$ cat config.mk
export PLATFORM = sky130hd
export DESIGN_NAME = dsm_cic_decimator
export DESIGN_NICKNAME = d
export VERILOG_FILES = /design/src/rtl/dsm_pkg.sv /design/src/rtl/dsm_cic_decimator_integ.sv /design/src/rtl/dsm_cic_decimator.sv
export SDC_FILE = /design/constraint.sdc
export NUM_CORES = 1
export LEC_CHECK = 0
export BUFFER_PORTS_ARGS = -buffer_cell sky130_fd_sc_hd__buf_2
export CAP_MARGIN = 10
export CORE_AREA = 2 2 159 161
export CTS_BUF_LIST = sky130_fd_sc_hd__clkbuf_8
export DETAILED_ROUTE_END_ITERATION = 8
export DIE_AREA = 0 0 161 163
export GPL_ROUTABILITY_DRIVEN = 1
export HOLD_SLACK_MARGIN = 0.15
export SLEW_MARGIN = 0
export SYNTH_ARGS = -nofsm -noshare
export SYNTH_HDL_FRONTEND = slang
export SYNTH_SLANG_ARGS = --single-unit
export TNS_END_PERCENT = 50
$ cat constraint.sdc
create_clock -name clk -period 8.03 [get_ports clk]
set_clock_uncertainty 0.1 [all_clocks]
set_input_delay 1.606 -clock clk [delete_from_list [all_inputs] [get_ports clk]]
set_output_delay 1.606 -clock clk [all_outputs]
set_load 0.05 [all_outputs]
$ cat src/rtl/dsm_pkg.sv
// Shared delta-sigma constants and helpers used by the DAC and the CIC decimator.
package dsm_pkg;

  localparam int unsigned DSM_OSR     = 6;
  localparam int unsigned DSM_DOUT_BW = 16;

  // Internal CIC width for a 3rd-order filter with decimation 2^osr.
  function automatic int unsigned CIC_W(input int unsigned osr);
    return 3 * osr + 2;
  endfunction

  // Clamp a signed value into the two's-complement range of bw bits.
  function automatic logic signed [31:0] saturate(input logic signed [31:0] x,
                                                  input int unsigned      bw);
    logic signed [31:0] hi;
    logic signed [31:0] lo;
    hi = (32'sd1 <<< (bw - 1)) - 32'sd1;
    lo = -(32'sd1 <<< (bw - 1));
    if (x > hi) begin
      return hi;
    end else if (x < lo) begin
      return lo;
    end
    return x;
  endfunction

endpackage

$ cat src/rtl/dsm_cic_decimator_integ.sv
// Enabled modulo-2^W accumulator; sum_c exposes the post-update value for chaining.
module cic_integ_stage
  import dsm_pkg::*;
#(
  parameter int unsigned W = 20
) (
  input  logic         clk,
  input  logic         rst_n,
  input  logic         en,
  input  logic [W-1:0] add_i,
  output logic [W-1:0] sum_c
);

  logic [W-1:0] acc_q;
  logic [W-1:0] acc_d;

  assign sum_c = acc_q + add_i;

  always_comb begin
    acc_d = acc_q;
    if (en) begin
      acc_d = sum_c;
    end
  end

  always_ff @(posedge clk or negedge rst_n) begin
    if (!rst_n) begin
      acc_q <= '0;
    end else begin
      acc_q <= acc_d;
    end
  end

endmodule

$ cat src/rtl/dsm_cic_decimator.sv
// Sinc3 CIC decimator: 1-bit delta-sigma stream in, scaled and saturated PCM out.
module dsm_cic_decimator
  import dsm_pkg::*;
#(
  parameter int unsigned OSR     = DSM_OSR,
  parameter int unsigned DOUT_BW = DSM_DOUT_BW,
  parameter int unsigned SETTLE  = 2
) (
  input  logic               clk,
  input  logic               rst_n,
  input  logic               en,
  input  logic               din,
  output logic [DOUT_BW-1:0] dout,
  output logic               dout_valid,
  output logic               sat,
  output logic               settled
);

  localparam int unsigned W     = CIC_W(OSR);
  localparam int unsigned SHIFT = 3 * OSR + 1 - DOUT_BW;
  localparam int unsigned SCW   = (SETTLE > 0) ? $clog2(SETTLE + 1) : 1;

  logic [W-1:0] x;
  logic [W-1:0] i1_sum;
  logic [W-1:0] i2_sum;
  logic [W-1:0] i3_sum;

  assign x = din ? W'(1) : {W{1'b1}};

  // Unpipelined integrator chain: each stage adds the previous stage's new value.
  cic_integ_stage #(.W(W)) u_integ1 (
    .clk(clk), .rst_n(rst_n), .en(en), .add_i(x),      .sum_c(i1_sum));
  cic_integ_stage #(.W(W)) u_integ2 (
    .clk(clk), .rst_n(rst_n), .en(en), .add_i(i1_sum), .sum_c(i2_sum));
  cic_integ_stage #(.W(W)) u_integ3 (
    .clk(clk), .rst_n(rst_n), .en(en), .add_i(i2_sum), .sum_c(i3_sum));

  logic [OSR-1:0]     cnt_q, cnt_d;
  logic               decim_q, decim_d;
  logic [W-1:0]       icap_q, icap_d;
  logic [W-1:0]       d1_q, d1_d, d2_q, d2_d, d3_q, d3_d;
  logic [SCW-1:0]     settle_cnt_q, settle_cnt_d;
  logic [DOUT_BW-1:0] dout_q, dout_d;
  logic               dout_valid_q, dout_valid_d;
  logic               sat_q, sat_d;
  logic               settled_q, settled_d;

  logic signed [W-1:0] c1, c2, c3;
  logic signed [W-1:0] s_v;
  logic signed [31:0]  sat_v;
  logic                clipped;

  always_comb begin
    cnt_d        = cnt_q;
    decim_d      = 1'b0;
    icap_d       = icap_q;
    d1_d         = d1_q;
    d2_d         = d2_q;
    d3_d         = d3_q;
    settle_cnt_d = settle_cnt_q;
    dout_d       = dout_q;
    dout_valid_d = 1'b0;
    sat_d        = 1'b0;
    settled_d    = settled_q;

    c1      = icap_q - d1_q;
    c2      = c1 - d2_q;
    c3      = c2 - d3_q;
    s_v     = c3 >>> SHIFT;
    sat_v   = saturate(32'(s_v), DOUT_BW);
    clipped = (sat_v != 32'(s_v));

    if (en) begin
      cnt_d = cnt_q + OSR'(1);
      if (&cnt_q) begin
        decim_d = 1'b1;
        icap_d  = i3_sum;
      end
    end

    // Settling frames still advance the comb delays; only the output is held back.
    if (decim_q) begin
      d1_d = icap_q;
      d2_d = c1;
      d3_d = c2;
      if (settle_cnt_q < SCW'(SETTLE)) begin
        settle_cnt_d = settle_cnt_q + SCW'(1);
      end else begin
        dout_d       = sat_v[DOUT_BW-1:0];
        dout_valid_d = 1'b1;
        sat_d        = clipped;
        settled_d    = 1'b1;
      end
    end
  end

  always_ff @(posedge clk or negedge rst_n) begin
    if (!rst_n) begin
      cnt_q        <= '0;
      decim_q      <= 1'b0;
      icap_q       <= '0;
      d1_q         <= '0;
      d2_q         <= '0;
      d3_q         <= '0;
      settle_cnt_q <= '0;
      dout_q       <= '0;
      dout_valid_q <= 1'b0;
      sat_q        <= 1'b0;
      settled_q    <= 1'b0;
    end else begin
      cnt_q        <= cnt_d;
      decim_q      <= decim_d;
      icap_q       <= icap_d;
      d1_q         <= d1_d;
      d2_q         <= d2_d;
      d3_q         <= d3_d;
      settle_cnt_q <= settle_cnt_d;
      dout_q       <= dout_d;
      dout_valid_q <= dout_valid_d;
      sat_q        <= sat_d;
      settled_q    <= settled_d;
    end
  end

  assign dout       = dout_q;
  assign dout_valid = dout_valid_q;
  assign sat        = sat_q;
  assign settled    = settled_q;

endmodule

# == Word level (Yosys, flattened, before mapping) ==
# Index checks and enable logic that the tools add are counted.
# op_classes
addsub,8
n_mul,0
div,0
order_cmp,3
n_eq_ne,1
shifts,0
mux,12
bitwise_logic,1
reduce_logical,4
# op_table
cell,count
2-to-1 mux 32 bit,3
adder 20 bit,3
subtractor 20 bit,3
inequality test 32 x 17 -> 1 bit,1
2-to-1 mux 20 bit,1
"greater-than comparator 17 x 16 -> 1 bit, second input constant",1
"< comparator 17 x 16 -> 1 bit, second input constant",1
2-to-1 mux 1 bit,8
AND reduction 7 bit,1
"adder 6 x 1 -> 6 bit, second input constant",1
AND reduction 6 bit,1
AND reduction 2 bit,2
"adder 2 x 1 -> 2 bit, second input constant",1
"< comparator 2 bit, second input constant",1
inverter 1 bit,1
# word_totals
register_bits,168
latch_bits,0
ram_bits,0
rom_bits,0
inputBits,4
out_inout_bits,19
word_cells,43
n_memories,0

# == Logic depth before layout (Yosys ltp) ==
# Gate-level depths: netlist of the first run.
# depth
depth_word,10
depth_mapped,30
ltp_nobuf,29

# == By module ==
# From an unflattened synthesis of the first run, not the netlist that was laid out.
# unflattened
hier_cells,1181
area_unflattened_um2,11531.1
# by_module_without_submodules
module,instances,cells_each,area_per_inst_um2,seq_area_each_um2
dsm_cic_decimator,1,711,6595.1,2702.6
cic_integ_stage (u_integ2 ...),2,156,1645.3,500.5
cic_integ_stage (u_integ1),1,158,1645.3,500.5

# == Worst setup path before layout of the first run ==
# OpenSTA, ideal clock, no wires.
# synth_timing
kind,input-to-reg
from,input port din
to,register u_integ3.acc_q[19]
setup_time_ns,0.128
t_arrival_ns,6.564
required_ns,7.802
path_slack_ns,1.238
path_stages,27
path_buffers,0
path_cell_list,inv_1 > ha_1 > nor2b_1 > o21ai_0 > a21bo_2 > a21oi_1 > o21a_1 > o21ai_0 > nor2b_1 > xnor2_1 > ha_1 > and2_1 > a221oi_2 > nor3b_1 > a211oi_1 > o21a_1 > nor2_1 > xnor2_1 > ha_1 > a21oi_1 > inv_1 > a41oi_1 > mux2i_1 > nand2_1 > nand2_1 > mux2i_1 > xor2_1
# synth_via
elab_chain_cells,4
# synth_lines
item,line_no,text
"start, declared",dsm_cic_decimator.sv:12,"input logic din,"
2-to-1 mux 20 bit,dsm_cic_decimator.sv:28,assign x = din ? W'(1) : {W{1'b1}};
adder 20 bit,dsm_cic_decimator_integ.sv:17,assign sum_c = acc_q + add_i;
via i1_sum[10],dsm_cic_decimator.sv:24,logic [W-1:0] i1_sum;
adder 20 bit,dsm_cic_decimator_integ.sv:17,
via i2_sum[16],dsm_cic_decimator.sv:25,logic [W-1:0] i2_sum;
adder 20 bit,dsm_cic_decimator_integ.sv:17,
"end signal, assigned",dsm_cic_decimator_integ.sv:28,acc_q <= '0;
"end signal, assigned",dsm_cic_decimator_integ.sv:30,acc_q <= acc_d;
"end, declared",dsm_cic_decimator_integ.sv:14,logic [W-1:0] acc_q;
# The timed path passes the listed nets, and every way through them passes these cells.
# A chain may end at the register's enable or synchronous reset.

# == Worst setup path after layout of the first run ==
# layout_timing
from,input port din
to,register icap_q[19]
# layout_via
elab_chain_cells,4
# layout_lines
item,line_no,text
2-to-1 mux 20 bit,dsm_cic_decimator.sv:28,
adder 20 bit,dsm_cic_decimator_integ.sv:17,
via i1_sum[10],dsm_cic_decimator.sv:24,
adder 20 bit,dsm_cic_decimator_integ.sv:17,
via i2_sum[16],dsm_cic_decimator.sv:25,
adder 20 bit,dsm_cic_decimator_integ.sv:17,
"end signal, assigned",dsm_cic_decimator.sv:113,icap_q <= icap_d;
"end, declared",dsm_cic_decimator.sv:40,"logic [W-1:0] icap_q, icap_d;"
# The timed path passes the listed nets, and every way through them passes these cells.

==> results of run 1 <==
==> synthesized netlist by cell type, drive strengths merged (3+ instances only) <==
library cell	instances	area [um2]
a211oi	11	82.6
a21boi	6	45.0
a21o	26	195
a21oi	69	349
a31oi	9	56.3
a41oi	3	45.1
and2	9	56.3
and3	10	62.6
buf	10	46.3
clkbuf	19	71.3
dfrtp	168	4200
fa	5	100
ha	113	1410
inv	105	394
mux2	75	845
mux2i	5	50.1
nand2	114	428
nand2b	10	62.6
nand3	20	100
nand4	7	43.8
nor2	77	292
nor2b	14	87.6
nor3	24	120
nor3b	3	22.5
o211ai	7	52.6
o21a	17	129
o21ai	95	475
o21bai	17	128
o311ai	15	156
o31ai	7	52.6
or2	5	31.3
or3	4	25.0
xnor2	73	639
xnor3	4	91.3
xor2	23	201
==> flip-flops by register name, indices dropped and copies added, names as in the netlist, 2 cells and up <==
signal and flops:
d1_q 20, d2_q 20, d3_q 20, icap_q 20
u_integ1.acc_q 20, u_integ2.acc_q 20, u_integ3.acc_q 20, dout 16
cnt_q 6, settle_cnt_q 2
==> metrics by stage <==
step                worst slack (ns)  utilization (%)  std cells  hold WS [ns]
CTS                             1.13             49.6       1566         0.381
global route                   0.494             49.6       1566         0.399
finish                          1.14             49.6       1566         0.380
global placement               0.790             48.1       1535         0.343
floorplan                       1.24                -       1207         0.340
detailed placement             0.656             48.1       1535         0.362
==> final timing paths <==
path	startpoint	to
min in group asynchronous	rst_n	d3_q[1]
worst min register to register	u_integ3.acc_q[19]	u_integ3.acc_q[19]
max in group asynchronous	rst_n	u_integ2.acc_q[19]
worst min-delay path	u_integ3.acc_q[19]	u_integ3.acc_q[19]
worst max-delay path	din	icap_q[19]
worst max register to register	icap_q[0]	dout[4]
==> routing by layer <==
layer	global-route usage [%]	up-vias	wire, um
met4	3.33	0	122
met5	0	-	0
met3	2.83	10	426
met1	21.0	3773	9990
met2	29.6	62	9740
li1	-	4272	-
==> cell type report <==
type,instances,area (um2),area share [%]
Clock inverter,12,115,0.940
Timing Repair Buffer,27,154,1.26
Multi-Input combinational cell,905,6710,54.7
Clock buffer,19,262,2.13
Sequential cell,168,4210,34.3
Inverter,105,394,3.22
Tap cell,330,413,3.37
==> cells by family (layout without fill, tap and decap cells) <==
| logic type | Yosys count | in the layout | share of synthesized area (%) |
|---|---|---|---|
| DFF | 168 | 168 | 36.8 |
| buffers and inverters | 134 | 163 | 4.48 |
| adders and majority gates | 118 | 118 | 13.3 |
| and+or+nand+nor | 303 | 303 | 12.1 |
| muxes | 80 | 80 | 7.83 |
| AOI/OAI and AO/OA | 304 | 304 | 17.4 |
| xor gates and xnor gates | 100 | 100 | 8.16 |
==> worst max-delay path, stage by stage <==
cell      delay, ns
buf_2          0.14
inv_1          0.15
ha_1           0.38
nor2b_1        0.15
o21ai_0        0.21
a21bo_2        0.19
a21oi_1        0.08
o21a_1         0.20
o21ai_0        0.34
nor2b_1        0.21
xnor2_1        0.16
ha_1           0.32
and2_1         0.20
a221oi_2       0.33
nor3b_1        0.37
a211oi_1       0.15
o21a_1         0.20
nor2_1         0.16
xnor2_1        0.15
ha_1           0.29
a21oi_1        0.14
inv_1          0.06
a41oi_1        0.27
mux2i_1        0.26
nand2_1        0.10
xnor3_1        0.21
mux2i_1        0.06
==> flow_summary.yaml, run 1 <==
cts:
  clock_pin_slew_on_the_worst_setup_and_hold_paths_ns: 0.09
  cts_buffer_depth: 2
  postCtsHoldBufs: 0
  cts.repair.resized: 0
  cts_buffers: 17
  clock_insertion_delay_worst_skew_ns: 0.45
  cts_tree: "built"
  clock_tree.htree_level_count: 4
  cts.sink_count: 168
  cts_root_cell: "clkbuf_8"
  postCtsSetupRepairBufs: 0
drt:
  drt_first_iter_violations: 306
  detailed_route_wire_length_um: 20300
  route.detailed.wl_per_inst_um: 13.0
  detailroute.via_count: 8117
  first_pass_iters: 5
  postRouteAntennaNets: 0
  viasPerCell: 5.18
  remaining_drc_errors: 0
synth:
  postSynthCellCount: 1207
  synthDistinctLibCells: 67
  netlist_area_before_placement_um2: 11400
  syn_area_per_cell_um2: 9.46
  synth_nets: 1329
  synth.yosys.warnings: 0
  seq_area_frac_synth_pct: 36.8
  postSynth.asyncResetShare_pct: 100
  ys_seq_elements: 168
  synth_enable_flop_cells: 0
  synthFlopType: "dfrtp_1"
placed_design:
  detailed_place.area_um2: 11900
  dp.final_hpwl_um: 15000
  final_weighted_congestion_in_routability_driven_placement: 0.856
  placement.io_buffers: 22
sta:
  finalWorstPathRequiredPeriod_ns: 6.89
  worstMarginPinSlew_ns: 0.951
  hold_viol: 0
  maxClockFrequency_mhz: 145
  setup_total_negative_slack_ns: 0
  layout_worst_path_cycle_share_pct: 85.8
  setup_violations: 0
  grt_setup_unrepaired: "false"
  max-slew-margin-rel_pct: 36.6
  slew_viol_final: 0
floorplanning:
  die_w_um: 161
  fp.coreArea_um2: 24700
  top_level_ports: 23
  placementRows: 58
  initial_utilization_pct: 46.3
  design.die.area_um2: 26200
  fp.dieH_um: 163
global_routing:
  number_of_global_route_vias_before_repair: 8119
  global_route.overflow_total: 0
  grt_first_pass_wirelength_um: 36400
  initial_antenna_violation_count: 0
  maximum_number_of_pins_on_one_net_before_global_route_repair: 102
  aggregate_global_route_resource_usage_pct: 16.5
layout:
  layout.cells.most_common: "dfrtp_1"
  num_antenna_cells: 0
  design.final.nets: 1346
  layout.cells.most_common_list: "dfrtp_1 (167), nand2_1 (114), ha_1 (113)"
  filler_cell_count: 2337
  finish.instance_area_um2: 12200
  layout-area-overhead-vs-synth_pct: 7.24
  drive_above_1_share_pct: 12.2
setup_path:
  endpoint_kind: "flop"
  rr_worst_depth: 28
  crit_required_ns: 8.23
  worst_setup_path_start_kind: "input pin"
  minimum_setup_slack_among_reg_to_reg_paths_ns: 1.44
  worst-path-max-fanout: 7
  worst-endpoint-arrival_ns: 7.09
  class_of_the_most_critical_setup_path: "input pin to flop"
min_path:
  min_path_cells: 1
  min-delay-path-class: "flop to flop"
outcome:
  outcome: "finished, final reports clean"
flow_run:
  number_of_max_cap_violations: 0
Power of run 1 is left out: the tool's default activity adds up to more than one toggle a clock period on the data nets, which glitch-free logic cannot reach.
==> run 2: changes to the inputs <==
--- a/config.mk
+++ b/config.mk
@@ -7,10 +7,10 @@
 export LEC_CHECK = 0
 export BUFFER_PORTS_ARGS = -buffer_cell sky130_fd_sc_hd__buf_2
 export CAP_MARGIN = 10
-export CORE_AREA = 2 2 159 161
+export CORE_AREA = 2 2 199 201
 export CTS_BUF_LIST = sky130_fd_sc_hd__clkbuf_8
 export DETAILED_ROUTE_END_ITERATION = 8
-export DIE_AREA = 0 0 161 163
+export DIE_AREA = 0 0 201 203
 export GPL_ROUTABILITY_DRIVEN = 1
 export HOLD_SLACK_MARGIN = 0.15
 export SLEW_MARGIN = 0
==> flow_summary.yaml, run 2 (synthesized netlist as in run 1, its figures left out) <==
drt:
  route.detailed.wl_per_inst_um: 12.3
  drt_first_iter_violations: 388
  postRouteAntennaNets: 0
  viasPerCell: 4.71
  remaining_drc_errors: 0
  detailed_route_wire_length_um: 21600
  detailroute.via_count: 8266
  first_pass_iters: 4
global_routing:
  maximum_number_of_pins_on_one_net_before_global_route_repair: 98
  aggregate_global_route_resource_usage_pct: 11.0
  number_of_global_route_vias_before_repair: 8253
  initial_antenna_violation_count: 0
  grt_first_pass_wirelength_um: 38300
  global_route.overflow_total: 0
floorplanning:
  top_level_ports: 23
  die_w_um: 201
  fp.dieH_um: 203
  fp.coreArea_um2: 38500
  design.die.area_um2: 40800
  placementRows: 72
  initial_utilization_pct: 29.7
sta:
  slew_viol_final: 0
  max-slew-margin-rel_pct: 37.5
  setup_violations: 0
  hold_viol: 0
  worstMarginPinSlew_ns: 0.938
  setup_total_negative_slack_ns: 0
  layout_worst_path_cycle_share_pct: 85.8
  finalWorstPathRequiredPeriod_ns: 6.89
  grt_setup_unrepaired: "false"
  maxClockFrequency_mhz: 145
layout:
  layout.cells.most_common_list: "dfrtp_1 (167), nand2_1 (114), ha_1 (113)"
  num_antenna_cells: 0
  layout-area-overhead-vs-synth_pct: 9.99
  layout.cells.most_common: "dfrtp_1"
  drive_above_1_share_pct: 12.4
  design.final.nets: 1346
  final_util_pct: 32.7
placed_design:
  dp.final_hpwl_um: 15700
  final_weighted_congestion_in_routability_driven_placement: 0.849
  placement.io_buffers: 22
min_path:
  hold_path.startpoint: "settled"
  min-delay-path-class: "flop to flop"
cts:
  postCtsHoldBufs: 0
  cts.sink_count: 168
  clock_pin_slew_on_the_worst_setup_and_hold_paths_ns: 0.10
  clock_insertion_delay_worst_skew_ns: 0.46
  cts_buffer_depth: 2
  cts_tree: "built"
  cts_buffers: 17
  clock_tree.htree_level_count: 4
  postCtsSetupRepairBufs: 0
  cts_root_cell: "clkbuf_8"
  cts.repair.resized: 0
setup_path:
  crit_required_ns: 8.28
  endpoint_kind: "flop"
  worst-path-max-fanout: 7
  class_of_the_most_critical_setup_path: "input pin to flop"
  r2r_path_start: "icap_q[0]"
  worst-endpoint-arrival_ns: 7.14
  worst_setup_path_start_kind: "input pin"
  crit_path_from: "din"
outcome:
  outcome: "finished, final reports clean"
flow_run:
  number_of_max_cap_violations: 0
==> run 2: cell count changes in the layout (fill, tap and decap cells not counted), sizes merged <==
| cell | delta |
|---|---|
| clkinvlp | -2 |
| clkbuf | -1 |
| bufinv | +3 |
| inv | +1 |
==> run 2: critical path: stages <==
cell	delay, ns
buf_2	0.13
inv_1	0.20
ha_1	0.32
nor2b_1	0.15
o21ai_0	0.19
a21bo_2	0.18
a21oi_1	0.08
o21a_1	0.20
o21ai_0	0.31
nor2b_1	0.21
xnor2_1	0.16
ha_1	0.32
and2_1	0.20
a221oi_2	0.32
nor3b_1	0.39
a211oi_1	0.16
o21a_1	0.20
nor2_1	0.15
xnor2_1	0.16
ha_1	0.31
a21oi_1	0.15
inv_1	0.06
a41oi_1	0.29
mux2i_1	0.27
nand2_1	0.10
nand2_1	0.08
mux2i_1	0.09
xor2_1	0.16
==> run 2: per-stage QoR <==
| step | setup WS, ns | hold WS (ns) | area, um2 | std cells |
|---|---|---|---|---|
| finish | 1.14 | 0.368 | 12600 | 1755 |
| global route | 0.523 | 0.401 | 12600 | 1755 |
| CTS | 1.17 | 0.376 | 12600 | 1755 |
| detailed placement | 0.651 | 0.351 | 12100 | 1723 |
| global placement | 0.795 | 0.345 | 12100 | 1723 |
| floorplan | 1.24 | 0.340 | 11400 | 1207 |
==> run 2: path summary, 6_finish.rpt <==
path | end | slack, ns | cells after the start
max | u_integ3.acc_q[19] | 1.14 | 28
min | settled | 0.37 | 1
max reg2reg | dout[4] | 1.32 | 28
min reg2reg | settled | 0.37 | 1
max in group asynchronous | dout[11] | 5.14 | 2
min in group asynchronous | u_integ1.acc_q[17] | 1.09 | 1
==> run 2: layout make-up <==
type                       count  area, um2
clock buffer                  18        248
clock inverter                14        208
fill                        3959      25900
inverter                     105        394
multi-input combinational    905       6710
sequential                   168       4210
tap                          518        648
timing repair buffer          27        154
==> run 2: layer usage <==
metal / vias to the layer above / track usage [%] / part of all wire (%)
met5: - / 0 / 0
met4: 0 / 2.43 / 0.60
li1: 4293 / - / -
met1: 3884 / 15.1 / 53
met2: 78 / 17.8 / 44
met3: 11 / 2.23 / 2.1
Power of run 2 is left out for the same reason.
